$ cat config.mk
export PLATFORM = sky130hd
export DESIGN_NAME = instr_exec_sequencer_flat
export DESIGN_NICKNAME = d
export VERILOG_FILES = /design/src/rtl/instr_exec_sequencer_if.sv /design/src/rtl/instr_exec_sequencer.sv /design/src/flat_wrapper.sv
export SDC_FILE = /design/constraint.sdc
export NUM_CORES = 2
export LEC_CHECK = 0
export CORE_MARGIN = 2
export CORE_UTILIZATION = 30
export DETAILED_ROUTE_END_ITERATION = 6
export SYNTH_ARGS = -nofsm -noshare
export SYNTH_HDL_FRONTEND = slang
export SYNTH_SLANG_ARGS = --single-unit
$ cat constraint.sdc
create_clock -name clk -period 14.7 [get_ports clk]
set_input_delay 2.94 -clock clk [delete_from_list [all_inputs] [get_ports clk]]
set_output_delay 2.94 -clock clk [all_outputs]
set_load 0.1 [all_outputs]
$ cat src/rtl/instr_exec_sequencer_if.sv
// Bundle of the sequencer's control, instruction-register and result signals.
//
// start/first_addr/count  : run request, sampled only while the sequencer is idle
// read_pointer            : address presented to the instruction register
// instruction_word        : {opc[3:0], op_a[31:0], op_b[31:0], low bits of rezultat}
// res_valid/res_ready     : result handshake
// res_addr/res_opc/result : location, opcode and 64-bit signed result
// busy/done               : run in progress / one-cycle end-of-run pulse
//
// slave  : the sequencer's view
// master : the environment's view (controller, instruction register, consumer)
interface instr_exec_sequencer_if;
    logic        start;
    logic [4:0]  first_addr;
    logic [5:0]  count;
    logic [4:0]  read_pointer;
    logic [72:0] instruction_word;
    logic        res_valid;
    logic        res_ready;
    logic [4:0]  res_addr;
    logic [3:0]  res_opc;
    logic [63:0] result;
    logic        busy;
    logic        done;

    modport slave (
        input  start, first_addr, count, instruction_word, res_ready,
        output read_pointer, res_valid, res_addr, res_opc, result, busy, done
    );

    modport master (
        output start, first_addr, count, instruction_word, res_ready,
        input  read_pointer, res_valid, res_addr, res_opc, result, busy, done
    );
endinterface

$ cat src/rtl/instr_exec_sequencer.sv
// Instruction execution sequencer.
//
// Walks `count` consecutive instruction-register locations starting at `first_addr`,
// evaluates each opcode on its two signed 32-bit operands and hands out one 64-bit
// signed result per location over a valid/ready handshake. DIV/MOD with a nonzero
// divisor use an iterative restoring divider (DIV_CYCLES iterations plus one cycle
// to apply signs); every other opcode takes a single EXEC cycle.
//
// Ports:
//   clk      : clock, rising edge
//   reset_n  : asynchronous active-low reset
//   bus      : instr_exec_sequencer_if.slave (see interface file)
module instr_exec_sequencer #(
    parameter int unsigned NUM_LOC    = 32,
    parameter int unsigned DIV_CYCLES = 32
) (
    input logic                   clk,
    input logic                   reset_n,
    instr_exec_sequencer_if.slave bus
);

    localparam int unsigned CntW = $clog2(DIV_CYCLES + 1);

    localparam logic [3:0] OpcZero  = 4'd0;
    localparam logic [3:0] OpcPassA = 4'd1;
    localparam logic [3:0] OpcPassB = 4'd2;
    localparam logic [3:0] OpcAdd   = 4'd3;
    localparam logic [3:0] OpcSub   = 4'd4;
    localparam logic [3:0] OpcMult  = 4'd5;
    localparam logic [3:0] OpcDiv   = 4'd6;
    localparam logic [3:0] OpcMod   = 4'd7;

    typedef enum logic [2:0] {StIdle, StFetch, StExec, StDivide, StOut} state_e;

    state_e          state_q, state_d;
    logic [4:0]      rptr_q, rptr_d;
    logic [5:0]      remaining_q, remaining_d;
    logic [3:0]      opc_q, opc_d;
    logic [31:0]     op_a_q, op_a_d;
    logic [31:0]     op_b_q, op_b_d;
    logic [4:0]      res_addr_q, res_addr_d;
    logic [63:0]     result_q, result_d;
    logic            done_q, done_d;
    // Partial remainder, and a register that shifts the dividend out MSB-first while
    // the quotient bits shift in from the bottom.
    logic [31:0]     div_rem_q, div_rem_d;
    logic [31:0]     div_quo_q, div_quo_d;
    logic [CntW-1:0] div_cnt_q, div_cnt_d;

    // Word layout: the 73-bit word only carries the low 5 bits of the stored
    // result field, which this block ignores.
    logic [3:0]  iw_opc;
    logic [31:0] iw_a;
    logic [31:0] iw_b;
    logic        unused_iw_rez;

    assign iw_opc        = bus.instruction_word[72:69];
    assign iw_a          = bus.instruction_word[68:37];
    assign iw_b          = bus.instruction_word[36:5];
    assign unused_iw_rez = ^bus.instruction_word[4:0];

    function automatic logic [31:0] abs32(input logic [31:0] v);
        // -2^31 maps to 32'h8000_0000, which is correct as an unsigned magnitude.
        return v[31] ? (~v + 32'd1) : v;
    endfunction

    // ------------------------------------------------------------------
    // Single-cycle datapath
    // ------------------------------------------------------------------
    logic signed [63:0] sa, sb;
    logic [63:0]        exec_res;

    assign sa = {{32{op_a_q[31]}}, op_a_q};
    assign sb = {{32{op_b_q[31]}}, op_b_q};

    always_comb begin
        exec_res = '0;
        case (opc_q)
            OpcZero:  exec_res = '0;
            OpcPassA: exec_res = sa;
            OpcPassB: exec_res = sb;
            OpcAdd:   exec_res = sa + sb;
            OpcSub:   exec_res = sa - sb;
            OpcMult:  exec_res = sa * sb;
            // Only a zero divisor reaches EXEC for DIV/MOD.
            OpcDiv:   exec_res = '0;
            OpcMod:   exec_res = '0;
            default:  exec_res = '0;
        endcase
    end

    // ------------------------------------------------------------------
    // Restoring divider step on magnitudes
    // ------------------------------------------------------------------
    logic [31:0] div_divisor;
    logic [32:0] div_shift;
    logic        div_fits;
    logic [31:0] div_sub;
    logic [63:0] quo64, rem64, div_res;

    assign div_divisor = abs32(op_b_q);
    assign div_shift   = {div_rem_q, div_quo_q[31]};
    assign div_fits    = div_shift >= {1'b0, div_divisor};
    // When the trial fits the difference is below the divisor, so 32 bits suffice.
    assign div_sub     = div_shift[31:0] - div_divisor;

    assign quo64 = {32'd0, div_quo_q};
    assign rem64 = {32'd0, div_rem_q};

    always_comb begin
        div_res = '0;
        if (opc_q == OpcDiv) begin
            // Done in 64 bits so that -2^31 / -1 yields +2^31 exactly.
            div_res = (op_a_q[31] ^ op_b_q[31]) ? -quo64 : quo64;
        end else begin
            div_res = op_a_q[31] ? -rem64 : rem64;
        end
    end

    // ------------------------------------------------------------------
    // Sequencer FSM
    // ------------------------------------------------------------------
    logic [4:0] rptr_next;
    assign rptr_next = (rptr_q == 5'(NUM_LOC - 1)) ? 5'd0 : rptr_q + 5'd1;

    always_comb begin
        state_d     = state_q;
        rptr_d      = rptr_q;
        remaining_d = remaining_q;
        opc_d       = opc_q;
        op_a_d      = op_a_q;
        op_b_d      = op_b_q;
        res_addr_d  = res_addr_q;
        result_d    = result_q;
        done_d      = 1'b0;
        div_rem_d   = div_rem_q;
        div_quo_d   = div_quo_q;
        div_cnt_d   = div_cnt_q;

        case (state_q)
            StIdle: begin
                if (bus.start) begin
                    rptr_d      = bus.first_addr;
                    remaining_d = bus.count;
                    if (bus.count == 6'd0) begin
                        done_d = 1'b1;
                    end else begin
                        state_d = StFetch;
                    end
                end
            end

            StFetch: begin
                opc_d      = iw_opc;
                op_a_d     = iw_a;
                op_b_d     = iw_b;
                res_addr_d = rptr_q;
                div_rem_d  = '0;
                div_quo_d  = abs32(iw_a);
                div_cnt_d  = '0;
                if ((iw_opc == OpcDiv || iw_opc == OpcMod) && iw_b != 32'd0) begin
                    state_d = StDivide;
                end else begin
                    state_d = StExec;
                end
            end

            StExec: begin
                result_d = exec_res;
                state_d  = StOut;
            end

            StDivide: begin
                if (div_cnt_q == CntW'(DIV_CYCLES)) begin
                    // Extra cycle after the last iteration applies the signs.
                    result_d = div_res;
                    state_d  = StOut;
                end else begin
                    div_rem_d = div_fits ? div_sub : div_shift[31:0];
                    div_quo_d = {div_quo_q[30:0], div_fits};
                    div_cnt_d = div_cnt_q + CntW'(1);
                end
            end

            StOut: begin
                if (bus.res_ready) begin
                    remaining_d = remaining_q - 6'd1;
                    if (remaining_q == 6'd1) begin
                        state_d = StIdle;
                        done_d  = 1'b1;
                    end else begin
                        rptr_d  = rptr_next;
                        state_d = StFetch;
                    end
                end
            end

            default: state_d = StIdle;
        endcase
    end

    always_ff @(posedge clk or negedge reset_n) begin
        if (!reset_n) begin
            state_q     <= StIdle;
            rptr_q      <= '0;
            remaining_q <= '0;
            opc_q       <= '0;
            op_a_q      <= '0;
            op_b_q      <= '0;
            res_addr_q  <= '0;
            result_q    <= '0;
            done_q      <= 1'b0;
            div_rem_q   <= '0;
            div_quo_q   <= '0;
            div_cnt_q   <= '0;
        end else begin
            state_q     <= state_d;
            rptr_q      <= rptr_d;
            remaining_q <= remaining_d;
            opc_q       <= opc_d;
            op_a_q      <= op_a_d;
            op_b_q      <= op_b_d;
            res_addr_q  <= res_addr_d;
            result_q    <= result_d;
            done_q      <= done_d;
            div_rem_q   <= div_rem_d;
            div_quo_q   <= div_quo_d;
            div_cnt_q   <= div_cnt_d;
        end
    end

    // res_valid and busy decode straight from the state so reset clears them at once.
    assign bus.read_pointer = rptr_q;
    assign bus.res_valid    = (state_q == StOut);
    assign bus.res_addr     = res_addr_q;
    assign bus.res_opc      = opc_q;
    assign bus.result       = result_q;
    assign bus.busy         = (state_q != StIdle);
    assign bus.done         = done_q;

endmodule

$ cat src/flat_wrapper.sv
// flat-port wrapper written by rule: the top's interface ports become plain ports
module instr_exec_sequencer_flat 
#(
    parameter int unsigned NUM_LOC    = 32,
    parameter int unsigned DIV_CYCLES = 32
)
  (clk, reset_n, bus_start, bus_first_addr, bus_count, bus_instruction_word, bus_res_ready, bus_read_pointer, bus_res_valid, bus_res_addr, bus_res_opc, bus_result, bus_busy, bus_done);
  instr_exec_sequencer_if bus_i ();
  input logic clk;
  input logic reset_n;
  input wire logic [$bits(bus_i.start)-1:0] bus_start;
  input wire logic [$bits(bus_i.first_addr)-1:0] bus_first_addr;
  input wire logic [$bits(bus_i.count)-1:0] bus_count;
  input wire logic [$bits(bus_i.instruction_word)-1:0] bus_instruction_word;
  input wire logic [$bits(bus_i.res_ready)-1:0] bus_res_ready;
  output wire logic [$bits(bus_i.read_pointer)-1:0] bus_read_pointer;
  output wire logic [$bits(bus_i.res_valid)-1:0] bus_res_valid;
  output wire logic [$bits(bus_i.res_addr)-1:0] bus_res_addr;
  output wire logic [$bits(bus_i.res_opc)-1:0] bus_res_opc;
  output wire logic [$bits(bus_i.result)-1:0] bus_result;
  output wire logic [$bits(bus_i.busy)-1:0] bus_busy;
  output wire logic [$bits(bus_i.done)-1:0] bus_done;
  assign bus_i.start = bus_start;
  assign bus_i.first_addr = bus_first_addr;
  assign bus_i.count = bus_count;
  assign bus_i.instruction_word = bus_instruction_word;
  assign bus_i.res_ready = bus_res_ready;
  assign bus_read_pointer = bus_i.read_pointer;
  assign bus_res_valid = bus_i.res_valid;
  assign bus_res_addr = bus_i.res_addr;
  assign bus_res_opc = bus_i.res_opc;
  assign bus_result = bus_i.result;
  assign bus_busy = bus_i.busy;
  assign bus_done = bus_i.done;
  instr_exec_sequencer #(.NUM_LOC(NUM_LOC), .DIV_CYCLES(DIV_CYCLES)) u_core (.clk(clk), .reset_n(reset_n), .bus(bus_i));
endmodule
==> summary.txt <==
Routing
  • DRC Markers: 0
  • DRT iter0 DRCs: 3377
  • WL final: 185 mm
  • DR vias/cell: 5.20
  • DR vias: between 40k and 50k
  • DR WL/cell: around 22 µm
  • Final ANT Viol Nets: 0
  • DRT Pass-1 Iters: 6

Clock tree
  • Clk slew on worst S/H paths: about 70 ps
  • Worst-Skew Late Latency: roughly 630 ps
  • Total clock sinks: 222
  • Clock root cell: clkbuf_16
  • CTS buffer count: 27
  • CTS resizes: 0
  • Post-CTS Setup Repair Bufs: 0
  • # hold bufs at CTS: 0
  • CTS max path bufs: 3
  • CTS tree: built
  • Htree depth: 1

Cells and area
  • Layout area overhead: 9.27%
  • Most frequent cells in the layout: fa_1, inv_1, nand2_1
  • Final core utilization: about a third
  • Layout cells sized above 1: around 3.5%
  • Most common cell after layout, fill and taps aside: fa_1
  • Nets: roughly 7.6k

Floorplanning
  • Effective utilization at floorplan: a little under a third
  • Core Rows: about 160
  • Die Ht: 428 µm
  • Die area: between 150000 and 200000 µm²
  • I/O pin count: roughly 170
  • Core Region: 178000 µm²
  • Die width: 428 µm

Worst setup path
  • CP top delay family: adder cells
  • Endpoint class of the critical path: flip-flop
  • Worst Path Max Fanout: 55
  • CP arrival: between 10000 and 15000 ps
  • CP max stage delay: 870 ps
  • Critical Path RT: roughly 15000 ps
  • Slowest CP cell: fa_1
  • Worst path bufs/invs: 9
  • Crit path top cell by count: fa_1
  • Critical path startpoint category: flip-flop
  • Kind of critical path: reg2reg

Timing
  • Final hold violations: 0
  • Final Cycle Share: between 60% and 70%
  • Relative slew slack: a little under a fifth
  • Max frequency: just over 0.1 GHz
  • Setup TNS: 0 ps
  • RSZ-0062 raised after global routing: no
  • # setup viols final: 0
  • Max Slew Vio Count: 0
  • Clock skew: approximately 27 ps
  • Worst Tran Pin Value: around 1200 ps
  • Tmin final: 9810 ps

Run status
  • Status: completed

Synthesis
  • Number of library cell types mapped by synthesis: 90
  • Seq cells post-synth: 222
  • Cell taking the most area after synthesis: fa_1
  • Post-synth top area share: roughly two fifths
  • Sequential share of the synthesized area: between 10% and 20%
  • Mapped Nets: ~7.6k
  • Syn avg cell area: 8.74 µm²
  • Cell count after synthesis: 6170
  • Synth area leaders: fa_1, dfrtp_1, inv_1
  • Most used DFF post-synth: dfrtp_1
  • Ys Warns: 0
  • Synth async-reset ratio: 100%
  • Number of synthesized flops with an enable pin: 0
  • Post-synthesis cell area: roughly 54000 µm²

Global route
  • Vias in the first global route: roughly 46k
  • M2 GR Usage: 34.0%
  • Largest net degree at the start of global routing: around 110
  • Most used routing layer: met2
  • Initial antenna violation count: 5
  • GR Layer Usage met3: 2.56%
  • GRT Overall Usage: 20.4%
  • First-pass GRT wire length: just under 300 mm
  • Met1 GRT Util: 26.4%
  • GRT overflow: 0

Flow run
  • Number of max-cap violations: 0

Placed design
  • Routability congestion estimate: roughly 0.95
  • Detailed Place HPWL: between 100 and 150 mm
  • PortBufs: 163

Min path
  • Min-Delay Path Class: reg2reg
## cells by family after synthesis
group	Yosys count	synth area share (%)
AND/OR/NAND/NOR	1919	17.1
buffers and inverters	1420	9.90
adder cells (fa/ha/maj)	1378	47.1
AO/OA/AOI/OAI	998	11.8
flip-flops	222	10.3
XOR/XNOR	219	3.56
multiplexers	14	0.262
## flip-flops by register name (all words and copies together), names as in the netlist
signal and count:
u_core.bus.done 1, u_core.bus.read_pointer 5, u_core.div_quo_q 32, u_core.op_b_q 32
u_core.bus.res_opc 4, u_core.div_rem_q 32, u_core.op_a_q 32, u_core.state_q 3
u_core.div_cnt_q 6, u_core.remaining_q 6, u_core.bus.result 64, u_core.bus.res_addr 5
## layout make-up
cell class / instances / area [µm²]
inverter: 1061 / 3980
fill: 18614 / 120000
multi-input combinational: 4528 / 43100
clock inverter: 17 / 189
sequential: 222 / 5560
antenna: 9 / 22.5
clock buffer: 33 / 718
tap: 2355 / 2950
timing repair buffer: 267 / 2410
## tightest hold or removal path, delay by kind of cell (launching register included)
family           cells  cell delay, ps
flip-flops           1             340
AND/OR/NAND/NOR      2             110
## metrics by stage
stage / hold WS, ps / area [µm²] / worst slack, ps / cells
after floorplan: 474 / 53900 / 5860 / 6170
after detailed placement: 463 / 58000 / 4920 / 8433
final: 476 / 58900 / 4890 / 8492
after CTS: 479 / 58900 / 4860 / 8483
after global placement: 459 / 58000 / 5050 / 8433
after global routing: 483 / 58900 / 4320 / 8487
## final timing paths
check,from,end,slack (ps),cells past startpoint
setup reg to reg,u_core.op_a_q[31]$_DFFE_PN0P_,u_core.bus.result[63]$_DFFE_PN0P_,4890,29
min in group asynchronous,reset_n,u_core.remaining_q[3]$_DFFE_PN0P_,2350,1
max in group asynchronous,reset_n,u_core.bus.result[46]$_DFFE_PN0P_,10730,2
hold reg to reg,u_core.bus.res_addr[0]$_DFFE_PN0P_,u_core.bus.res_addr[0]$_DFFE_PN0P_,480,2
setup / recovery,u_core.op_a_q[31]$_DFFE_PN0P_,u_core.bus.result[63]$_DFFE_PN0P_,4890,29
hold / removal,u_core.bus.res_addr[0]$_DFFE_PN0P_,u_core.bus.res_addr[0]$_DFFE_PN0P_,480,2
## synth_stat cells (10+ instances only)
| cell type | count |
|---|---|
| a22oi_1 | 12 |
| ha_1 | 293 |
| o22ai_1 | 14 |
| or4_1 | 20 |
| a221oi_1 | 22 |
| a211oi_1 | 12 |
| xnor2_1 | 126 |
| nor3_1 | 51 |
| nor2b_1 | 24 |
| nand4_1 | 28 |
| o21bai_1 | 21 |
| nand3_1 | 53 |
| mux2i_1 | 13 |
| nor4_1 | 25 |
| and3_1 | 16 |
| o21ai_0 | 302 |
| nand2b_1 | 41 |
| o21a_1 | 22 |
| nor2_1 | 285 |
| a31oi_1 | 31 |
| a222oi_1 | 21 |
| a32oi_1 | 10 |
| o31ai_1 | 43 |
| a211o_1 | 11 |
| clkbuf_1 | 344 |
| or3_1 | 23 |
| o211ai_1 | 32 |
| o21ai_1 | 10 |
| dfrtp_1 | 222 |
| a221o_1 | 15 |
| a21o_1 | 58 |
| xor2_1 | 93 |
| a21oi_1 | 256 |
| inv_1 | 1058 |
| a22o_1 | 11 |
| fa_1 | 1085 |
| nand2_1 | 832 |
| and2_1 | 476 |
| o41ai_1 | 16 |
## layer usage
layer,vias to the layer above,part of all wire [%]
met4,2,5.2
met5,-,0.0076
met1,22935,40
met3,369,6.9
met2,1694,48
li1,19191,-
Power is not shown: default switching activity piles up to over one toggle a cycle in this logic, so the estimate is an artifact.
